**src/rtl/comparator_strobe_ctrl_pkg.sv**
```systemverilog
// Shared definitions for the comparator strobe controller: default field
// widths and the controller state encoding.
package comparator_strobe_ctrl_pkg;

  localparam int DEF_PH_W = 4;
  localparam int DEF_TO_W = 6;
  localparam int DEF_NV_W = 4;

  typedef enum logic [2:0] {
    ST_IDLE  = 3'd0,
    ST_PRECH = 3'd1,
    ST_EVAL  = 3'd2,
    ST_TALLY = 3'd3,
    ST_DONE  = 3'd4
  } ctrl_state_t;

endpackage

```
**src/rtl/comparator_strobe_ctrl_sync2.sv**
```systemverilog
// Two-flop synchroniser for signals arriving asynchronously to clk.
module comparator_sync2 #(
  parameter int W = 2
) (
  input  logic         clk,
  input  logic         rstn,
  input  logic [W-1:0] d,
  output logic [W-1:0] q
);

  logic [W-1:0] meta;

  // First stage may go metastable; second stage gives it a cycle to settle.
  always_ff @(posedge clk) begin
    if (!rstn) begin
      meta <= '0;
      q    <= '0;
    end else begin
      meta <= d;
      q    <= meta;
    end
  end

endmodule

```
**src/rtl/comparator_strobe_ctrl.sv**
```systemverilog
// Strobe generator and capture logic for a dynamic comparator. Runs N
// precharge/evaluate strobes per request, majority-votes the latched
// decisions and hands one result back to the consumer.
//
// Handshakes: a transfer happens on a rising CLK edge where valid and ready
// are both high. start_ready_o is high only while idle; res_valid_o, once
// high, stays high with stable data until the edge where res_ready_i is seen.
module comparator_strobe_ctrl
  import comparator_strobe_ctrl_pkg::*;
#(
  parameter int PH_W = DEF_PH_W,
  parameter int TO_W = DEF_TO_W,
  parameter int NV_W = DEF_NV_W
) (
  input  logic            CLK,
  input  logic            RSTN,
  input  logic            start_valid_i,
  output logic            start_ready_o,
  input  logic [PH_W-1:0] prech_len_i,
  input  logic [TO_W-1:0] eval_max_i,
  input  logic [NV_W-1:0] n_votes_i,
  output logic            CmpClk,
  output logic            CmpClkBar,
  input  logic            Outp,
  input  logic            Outn,
  output logic            res_valid_o,
  input  logic            res_ready_i,
  output logic            res_bit_o,
  output logic [NV_W-1:0] res_ones_o,
  output logic            res_timeout_o,
  output ctrl_state_t     dbg_state
);

  ctrl_state_t     state;
  logic [PH_W-1:0] prech_len_q;
  logic [TO_W-1:0] eval_max_q;
  logic [NV_W-1:0] n_votes_q;
  logic [PH_W-1:0] ph_cnt;
  logic [TO_W-1:0] eval_cnt;
  logic [NV_W-1:0] vote_cnt;
  logic [NV_W-1:0] ones;
  logic            timeout_flag;

  logic [1:0]      cmp_sync;
  logic            sync_p;
  logic            sync_n;
  logic            decided;
  logic [TO_W:0]   eval_cnt_inc;
  logic            majority;

  comparator_sync2 #(.W(2)) u_sync (
    .clk  (CLK),
    .rstn (RSTN),
    .d    ({Outp, Outn}),
    .q    (cmp_sync)
  );

  // 00 is the precharged state and 11 is illegal; only a split pair counts.
  assign sync_p  = cmp_sync[1];
  assign sync_n  = cmp_sync[0];
  assign decided = sync_p ^ sync_n;

  assign eval_cnt_inc = {1'b0, eval_cnt} + {{TO_W{1'b0}}, 1'b1};

  // Strict majority in one extra bit so 2*ones cannot wrap; ties resolve to 0.
  assign majority = ({ones, 1'b0} > {1'b0, n_votes_q});

  assign start_ready_o = (state == ST_IDLE);
  assign dbg_state     = state;

  // Conversion sequencer: precharge, evaluate, tally per strobe, then result.
  always_ff @(posedge CLK) begin
    if (!RSTN) begin
      state         <= ST_IDLE;
      CmpClk        <= 1'b0;
      CmpClkBar     <= 1'b1;
      prech_len_q   <= '0;
      eval_max_q    <= '0;
      n_votes_q     <= '0;
      ph_cnt        <= '0;
      eval_cnt      <= '0;
      vote_cnt      <= '0;
      ones          <= '0;
      timeout_flag  <= 1'b0;
      res_valid_o   <= 1'b0;
      res_bit_o     <= 1'b0;
      res_ones_o    <= '0;
      res_timeout_o <= 1'b0;
    end else begin
      case (state)
        ST_IDLE: begin
          if (start_valid_i) begin
            prech_len_q  <= prech_len_i;
            eval_max_q   <= (eval_max_i == '0) ? TO_W'(1) : eval_max_i;
            n_votes_q    <= (n_votes_i == '0) ? NV_W'(1) : n_votes_i;
            vote_cnt     <= (n_votes_i == '0) ? NV_W'(1) : n_votes_i;
            ones         <= '0;
            timeout_flag <= 1'b0;
            ph_cnt       <= '0;
            state        <= ST_PRECH;
          end
        end
        ST_PRECH: begin
          if (ph_cnt == prech_len_q) begin
            eval_cnt  <= '0;
            CmpClk    <= 1'b1;
            CmpClkBar <= 1'b0;
            state     <= ST_EVAL;
          end else begin
            ph_cnt <= ph_cnt + PH_W'(1);
          end
        end
        ST_EVAL: begin
          // A decision arriving on the timeout cycle still counts as decided.
          if (decided) begin
            ones      <= ones + NV_W'(sync_p);
            CmpClk    <= 1'b0;
            CmpClkBar <= 1'b1;
            state     <= ST_TALLY;
          end else if (eval_cnt_inc == {1'b0, eval_max_q}) begin
            timeout_flag <= 1'b1;
            CmpClk       <= 1'b0;
            CmpClkBar    <= 1'b1;
            state        <= ST_TALLY;
          end else begin
            eval_cnt <= eval_cnt_inc[TO_W-1:0];
          end
        end
        ST_TALLY: begin
          vote_cnt <= vote_cnt - NV_W'(1);
          if (vote_cnt != NV_W'(1)) begin
            ph_cnt <= '0;
            state  <= ST_PRECH;
          end else begin
            res_valid_o   <= 1'b1;
            res_bit_o     <= majority;
            res_ones_o    <= ones;
            res_timeout_o <= timeout_flag;
            state         <= ST_DONE;
          end
        end
        ST_DONE: begin
          if (res_ready_i) begin
            res_valid_o <= 1'b0;
            state       <= ST_IDLE;
          end
        end
        default: state <= ST_IDLE;
      endcase
    end
  end

endmodule

```
**config.mk**
```make
export PLATFORM = sky130hd
export DESIGN_NAME = comparator_strobe_ctrl
export DESIGN_NICKNAME = d
export VERILOG_FILES = /design/src/rtl/comparator_strobe_ctrl_pkg.sv /design/src/rtl/comparator_strobe_ctrl_sync2.sv /design/src/rtl/comparator_strobe_ctrl.sv
export SDC_FILE = /design/constraint.sdc
export NUM_CORES = 1
export LEC_CHECK = 0
export BUFFER_PORTS_ARGS = -buffer_cell sky130_fd_sc_hd__buf_4
export CAP_MARGIN = 20
export CORE_UTILIZATION = 29
export DETAILED_ROUTE_END_ITERATION = 6
export GPL_TIMING_DRIVEN = 0
export PLACE_DENSITY = 0.5
export SLEW_MARGIN = 20
export SYNTH_ARGS = -nofsm -noshare
export SYNTH_HDL_FRONTEND = slang
export SYNTH_SLANG_ARGS = --single-unit
export TNS_END_PERCENT = 1
```
**constraint.sdc**
```tcl
create_clock -name CLK -period 3.04 [get_ports CLK]
set_clock_uncertainty 0.05 [all_clocks]
set_input_delay 0.608 -clock CLK [delete_from_list [all_inputs] [get_ports CLK]]
set_output_delay 0.608 -clock CLK [all_outputs]
set_load 0.02 [all_outputs]
```
==> flow_metrics.py, run 1 <==
metrics = {
    "hold_path": {
        "timing.hold.worst_path_depth": 1,
        "min_from": "u_sync.meta[1]",
        "holdPathEnd": "u_sync.q[1]",
        "hold_path.class": "reg -> reg",
    },
    "timing": {
        "timing.final.crit_period_ns": 2.24,
        "grt_setup_unrepaired": "no",
        "min_period_over_period_pct": 73.6,
        "fin_tns_setup_ns": 0,
        "max-slew-margin-rel_pct": 63.2,
        "slew_at_the_pin_closest_to_its_max_slew_limit_ns": 0.549,
        "maxClockFrequency_mhz": 447,
        "timing.final.max_slew_violations": 0,
        "finalHoldViolCount": 0,
        "postLayoutSetupSlackWorst_ns": 0.802,
        "finalSetupViolations": 0,
    },
    "power": {
        "power.leakage_nw": 1.16,
        "p_per_area_mw_per_mm2": 601,
        "total_power_mw": 1.69,
        "vdd_drop_max_mv": 0.364,
    },
    "floorplanning": {
        "die_area_mm2": 0.00840,
        "floorplan.initialDensity_pct": 30.0,
        "pin_count": 33,
        "fp-row-count": 32,
        "core_region_area_mm2": 0.00777,
        "chipHeight_um": 91.6,
        "fp.dieW_um": 91.6,
    },
    "finish": {
        "syn2layout_area_growth_pct": 20.8,
        "finalNetCount": 342,
        "multiInputGateArea_mm2": 0.00127,
        "layout_fillers": 848,
        "finished_cell_area_mm2": 0.00281,
        "layout_commonest_cell": "dfxtp_1",
        "commonest_cells_after_routing_fill_and_taps_aside": "dfxtp_1 (49), nand2_1 (48), buf_4 (33)",
        "share_of_cells_above_drive_strength_1_pct": 17.2,
        "seq_area_um2": 981,
        "antenna_cells": 0,
    },
    "run": {
        "maxCapViolations": 0,
    },
    "critical_path": {
        "crit_path_cell_trace": "ha_1 > and3_1 > a211oi_1 > a221oi_2 > a21boi_2 > nor2_4 > a32o_2",
        "end_kind": "flop",
        "path_class": "reg -> reg",
        "critPathMaxFanout": 8,
        "timing.critical_path.required_ns": 3.18,
        "critical_path.reg2reg.startpoint": "eval_cnt[0]",
        "worst_setup_path_start_kind": "flop",
        "critical-path-max-stage-delay_ns": 0.47,
        "worstReg2RegEnd": "eval_cnt[1]",
        "worst_path_arrival_time_ns": 2.38,
        "reg2reg_depth": 7,
        "slowest_cell_on_the_critical_path": "a21boi_2",
        "ff2ff_setup_slack_ns": 0.80,
    },
    "synth": {
        "synth-warning-count": 0,
        "synth_area_per_cell_um2": 8.50,
        "synth-seq-cells": 49,
        "ys_top_cells_by_area": "dfxtp_1 (42%), nand2_1 (7.7%), a21oi_1 (6.4%)",
        "post-synth-top-area-cell": "dfxtp_1",
        "number_of_distinct_library_cells_after_synthesis": 47,
        "post_synth_instance_area_mm2": 0.00233,
        "synth.top_cell.area_share_pct": 42.1,
        "synth_cells": 274,
        "synthesis.nets": 303,
        "synth_seq_area_share_pct": 42.1,
    },
    "drt": {
        "via_per_inst": 4.73,
        "route.antenna.remaining_nets": 0,
        "routedWlPerCell_um": 12.7,
        "drt_pass1_iterations": 4,
        "dr_total_vias": 1967,
        "drc": 0,
        "first_iter_violations": 48,
        "wirelength_um": 5280,
    },
    "placement": {
        "place_area_mm2": 0.00270,
        "routabilityCongestion": 0.777,
        "placement.io_buffers": 32,
        "dp_hpwl_um": 4050,
        "dp_slack_ns": 0.825,
    },
    "clock_network": {
        "clock_latency_ns": 0.30,
        "clk_root_buffer_cell": "clkbuf_8",
        "cts_post_setup_buffers_inserted": 0,
        "htree_levels": 2,
        "cts_max_path_buffers": 2,
        "cts_tree": "yes",
        "worst_setup_hold_path_clk_slew_ns": 0.09,
        "cts_resized": 0,
        "cts_buffers": 5,
        "clock_sink_count": 49,
        "cts-hold-fix-buffers": 0,
    },
    "global_route": {
        "wire_length_of_the_first_global_routing_pass_um": 9220,
        "via_count_of_the_first_global_routing_pass": 1949,
        "grt.total_usage_pct": 13.9,
        "grt_antenna_before_repair": 0,
        "grt-ovfl-total": 0,
        "grt_start_max_net_pins": 15,
    },
    "status": {
        "status": "finished, final reports clean",
    },
}
==> logic make-up (layout without fill, tap and decap cells) <==
logic type	Yosys count	after routing	share of synthesized area [%]
AO/OA/AOI/OAI	68	68	19.0
adder cells (fa/ha/maj)	9	9	4.83
flip-flops	49	49	42.1
AND/OR/NAND/NOR	109	109	23.4
buffers and inverters	20	60	3.55
XOR/XNOR	19	19	7.14
==> registers in the layout, indices dropped and copies added, names as in the netlist, 4 cells and up <==
register	cells
res_ones_o	4
vote_cnt	4
n_votes_q	4
ones	4
ph_cnt	4
eval_max_q	6
eval_cnt	6
prech_len_q	4
==> how the worst max path moves through the flow <==
stage          cells after the start  slack (ns)          end          from
4_1_cts                            7        0.81  eval_cnt[1]   eval_cnt[0]
6_report                           7        0.80  eval_cnt[1]   eval_cnt[0]
2_1_floorplan                      7        1.01      ones[3]  dbg_state[2]
5_1_grt                            7        0.57  eval_cnt[4]   eval_cnt[0]
3_5_place_dp                       7        0.83  eval_cnt[1]   eval_cnt[0]
3_3_place_gp                       7        0.79  eval_cnt[1]   eval_cnt[0]
==> synth_stat cells (all sizes together) <==
cell,number
o22ai,1
ha,9
a21boi,3
nor3b,4
nor2b,4
and3,2
buf,4
and3b,1
o21bai,2
o21ba,1
a32oi,1
o211ai,1
xnor2,12
nand4,2
nor2,18
dfxtp,49
nand3b,4
a2111oi,1
nor3,6
nand3,7
a21bo,1
a32o,1
o21a,1
o2bb2ai,2
xor2,7
a211oi,3
or4,1
a21oi,31
clkbuf,7
nand4b,1
nor4,1
a221oi,1
nand2,48
o211a,1
o21ai,11
a31oi,3
nand2b,3
inv,9
and2,7
a21o,3
==> where the power goes <==
part	leakage [nW]	switching, mW	internal [mW]	total (mW)
clock network	0.0585	0.216	0.269	0.484
logic	0.699	0.277	0.180	0.457
registers	0.399	0.0489	0.703	0.752
total	1.16	0.541	1.15	1.69
==> through the flow <==
stage / hold WS, ns / util [%] / cells
detailed placement: 0.381 / 34.7 / 408
global placement: 0.380 / 34.7 / 408
CTS: 0.400 / 36.2 / 416
global route: 0.426 / 36.2 / 416
finish: 0.392 / 36.2 / 416
floorplan: 0.362 / - / 274
==> final cells by class <==
type / instances / area share (%)
plain buffers: 11 / 1.73
repair buffers: 32 / 8.54
multi-input cells: 205 / 45.0
inverters: 9 / 1.20
flip-flops and latches: 49 / 34.9
clock inverters: 1 / 1.07
clock buffers: 7 / 3.07
well taps: 102 / 4.54
==> critical path, delay by kind of cell (launching register included) <==
kind,cells,cell delay (ns)
simple gates,2,0.34
fa+ha+maj,1,0.28
compound gates,4,1.08
flops,1,0.38
==> routing by layer <==
layer / up-vias / GRT usage [%] / routed length, um
met5: - / 0 / 0
li1: 1019 / - / -
met1: 915 / 17.5 / 2420
met2: 29 / 23.8 / 2600
met3: 4 / 2.99 / 210
met4: 0 / 3.84 / 44
Note: power is estimated with default switching activity, not from simulation.
==> inputs of run 2 (changes only) <==
- clock period: 3.04 -> 2.2 ns (I/O delays scaled with it)
==> run 2 against run 1 <==
Compared with the run above:
- wire length up 0.59%
- register-to-register slack worse by 0.66 ns
- highest routed layer unchanged
- maximum frequency up 8.7%
- count of clock-buffer cells in the layout unchanged
- critical path depth up 2
- hold slack worse by 0.091 ns
- global-route usage unchanged
- cell area up 1.6%
- core utilization up 0.58 points
- non-clock buffer count up 4
==> flow_metrics.py, run 2 (synthesized netlist as in run 1, its figures left out) <==
metrics = {
    "status": {
        "status": "finished, final reports clean",
    },
    "critical_path": {
        "critical-path-max-stage-delay_ns": 0.36,
        "path_class": "reg -> reg",
        "crit_path_cell_trace": "ha_2 > and3_1 > xnor2_1 > a221oi_2 > buf_4 > a21boi_4 > buf_4 > a21oi_2 > o21ba_1",
        "timing.critical_path.max_delay_family": "compound AO/OA/AOI/OAI gates",
        "path_buf_inv": 2,
        "worst_setup_path_endpoint": "CmpClk",
        "end_kind": "flop",
        "slowest_cell_on_the_critical_path": "dfxtp_2",
        "critPathMaxFanout": 8,
        "reg2reg_depth": 9,
        "critical-path-top-cell-by-count": "buf_4",
        "timing.critical_path.required_ns": 2.35,
        "ff2ff_setup_slack_ns": 0.14,
        "launch_point_of_the_worst_path": "eval_cnt[0]",
        "worstReg2RegEnd": "CmpClk",
        "critical_path.reg2reg.startpoint": "eval_cnt[0]",
        "worst_setup_path_start_kind": "flop",
        "worst_path_arrival_time_ns": 2.21,
        "cp.depth": 9,
    },
    "clock_network": {
        "clk_root_buffer_cell": "clkbuf_8",
        "cts_buffers": 5,
        "worst_setup_hold_path_clk_slew_ns": 0.09,
        "cts_max_path_buffers": 2,
        "clock_latency_ns": 0.30,
        "clock_sink_count": 49,
        "htree_levels": 2,
        "cts_tree": "yes",
    },
    "finish": {
        "finalNetCount": 346,
        "layout_commonest_cell": "dfxtp_1",
        "syn2layout_area_growth_pct": 22.7,
        "largestRegisters": "eval_cnt: 6 flops, eval_max_q: 6 flops",
        "finished_cell_area_mm2": 0.00286,
        "post_layout_nonfiller_instances": 420,
        "commonest_cells_after_routing_fill_and_taps_aside": "dfxtp_1 (48), nand2_1 (47), buf_4 (37)",
        "antenna_cells": 0,
        "share_of_cells_above_drive_strength_1_pct": 19.5,
    },
    "global_route": {
        "grt_start_max_net_pins": 15,
        "gr-max-usage-layer": "met2",
        "globalRouteMet1Util_pct": 17.5,
        "grt_antenna_before_repair": 0,
        "wire_length_of_the_first_global_routing_pass_um": 9220,
        "grt.total_usage_pct": 13.9,
        "grt_util_met3_pct": 2.99,
        "grt-ovfl-total": 0,
        "via_count_of_the_first_global_routing_pass": 1949,
        "grt_util_met2_pct": 23.8,
    },
    "timing": {
        "postLayoutSetupSlackWorst_ns": 0.141,
        "fin_worst_hold_slack_ns": 0.301,
        "min_period_over_period_pct": 93.6,
        "timing.final.max_slew_violations": 0,
        "maxClockFrequency_mhz": 486,
        "grt_setup_unrepaired": "no",
        "max-slew-margin-rel_pct": 64.6,
        "slew_at_the_pin_closest_to_its_max_slew_limit_ns": 0.531,
        "timing.final.crit_period_ns": 2.06,
        "finalHoldViolCount": 0,
        "finalSetupViolations": 0,
    },
    "drt": {
        "wirelength_um": 5310,
        "drt_pass1_iterations": 4,
        "via_per_inst": 4.71,
        "drc": 0,
        "route.antenna.remaining_nets": 0,
        "dr_total_vias": 1977,
        "first_iter_violations": 39,
        "routedWlPerCell_um": 12.6,
    },
    "power": {
        "power.leakage_nw": 1.18,
        "total_power_mw": 2.37,
        "vdd_drop_max_mv": 0.503,
        "p_per_area_mw_per_mm2": 828,
    },
    "placement": {
        "placement.io_buffers": 32,
        "dp_hpwl_um": 4050,
        "dp_slack_ns": -0.0149,
        "numPlacedInstances": 408,
        "place_area_mm2": 0.00270,
        "routabilityCongestion": 0.777,
    },
    "floorplanning": {
        "fp-row-count": 32,
        "chipHeight_um": 91.6,
        "floorplan.initialDensity_pct": 30.0,
        "core_region_area_mm2": 0.00777,
        "die_area_mm2": 0.00840,
        "pin_count": 33,
        "fp.dieW_um": 91.6,
    },
    "run": {
        "maxCapViolations": 0,
    },
    "hold_path": {
        "hold_path.class": "in -> reg",
    },
}
==> run 2: layer usage <==
layer | share of wire [%] | vias to the layer above | routed length (um)
li1 | - | 1026 | -
met1 | 47 | 917 | 2490
met2 | 49 | 30 | 2590
met3 | 3.5 | 4 | 185
met4 | 0.83 | 0 | 44
met5 | 0 | - | 0
==> run 2: final cells by class <==
cell class,instances,area (um2)
repair buffers,36,270
fillers,846,4910
flip-flops and latches,49,982
inverters,9,33.8
clock inverters,1,30.0
well taps,102,128
clock buffers,7,86.3
multi-input cells,205,1280
plain buffers,11,50.0
==> run 2: what timing repair did <==
item                       4_1_cts  5_1_grt
pin swaps                        0        2
buffers inserted                 0        4
setup endpoints to repair        5       13
hold buffers                     0        0
resized for setup                1        5
==> run 2: how the worst min path moves through the flow <==
| stage | startpoint | end | slack [ns] | cells after the start |
|---|---|---|---|---|
| after floorplan | u_sync.meta[0] | u_sync.q[0] | 0.36 | 1 |
| after global placement | u_sync.meta[0] | u_sync.q[0] | 0.38 | 1 |
| after detailed placement | u_sync.meta[1] | u_sync.q[1] | 0.38 | 1 |
| after CTS | Outn | u_sync.meta[0] | 0.30 | 2 |
| after global routing | Outn | u_sync.meta[0] | 0.28 | 2 |
| final | Outp | u_sync.meta[1] | 0.30 | 2 |
==> run 2: metrics by stage <==
stage / TNS, ns / util, %
floorplan: 0 / -
global placement: -0.0961 / 34.7
detailed placement: -0.0149 / 34.7
CTS: 0 / 36.3
global route: 0 / 36.8
finish: 0 / 36.8
==> run 2: where the power goes <==
group | total (mW) | switching, mW | internal (mW)
logic | 0.657 | 0.390 | 0.268
registers | 1.04 | 0.0676 | 0.972
clock network | 0.671 | 0.300 | 0.371
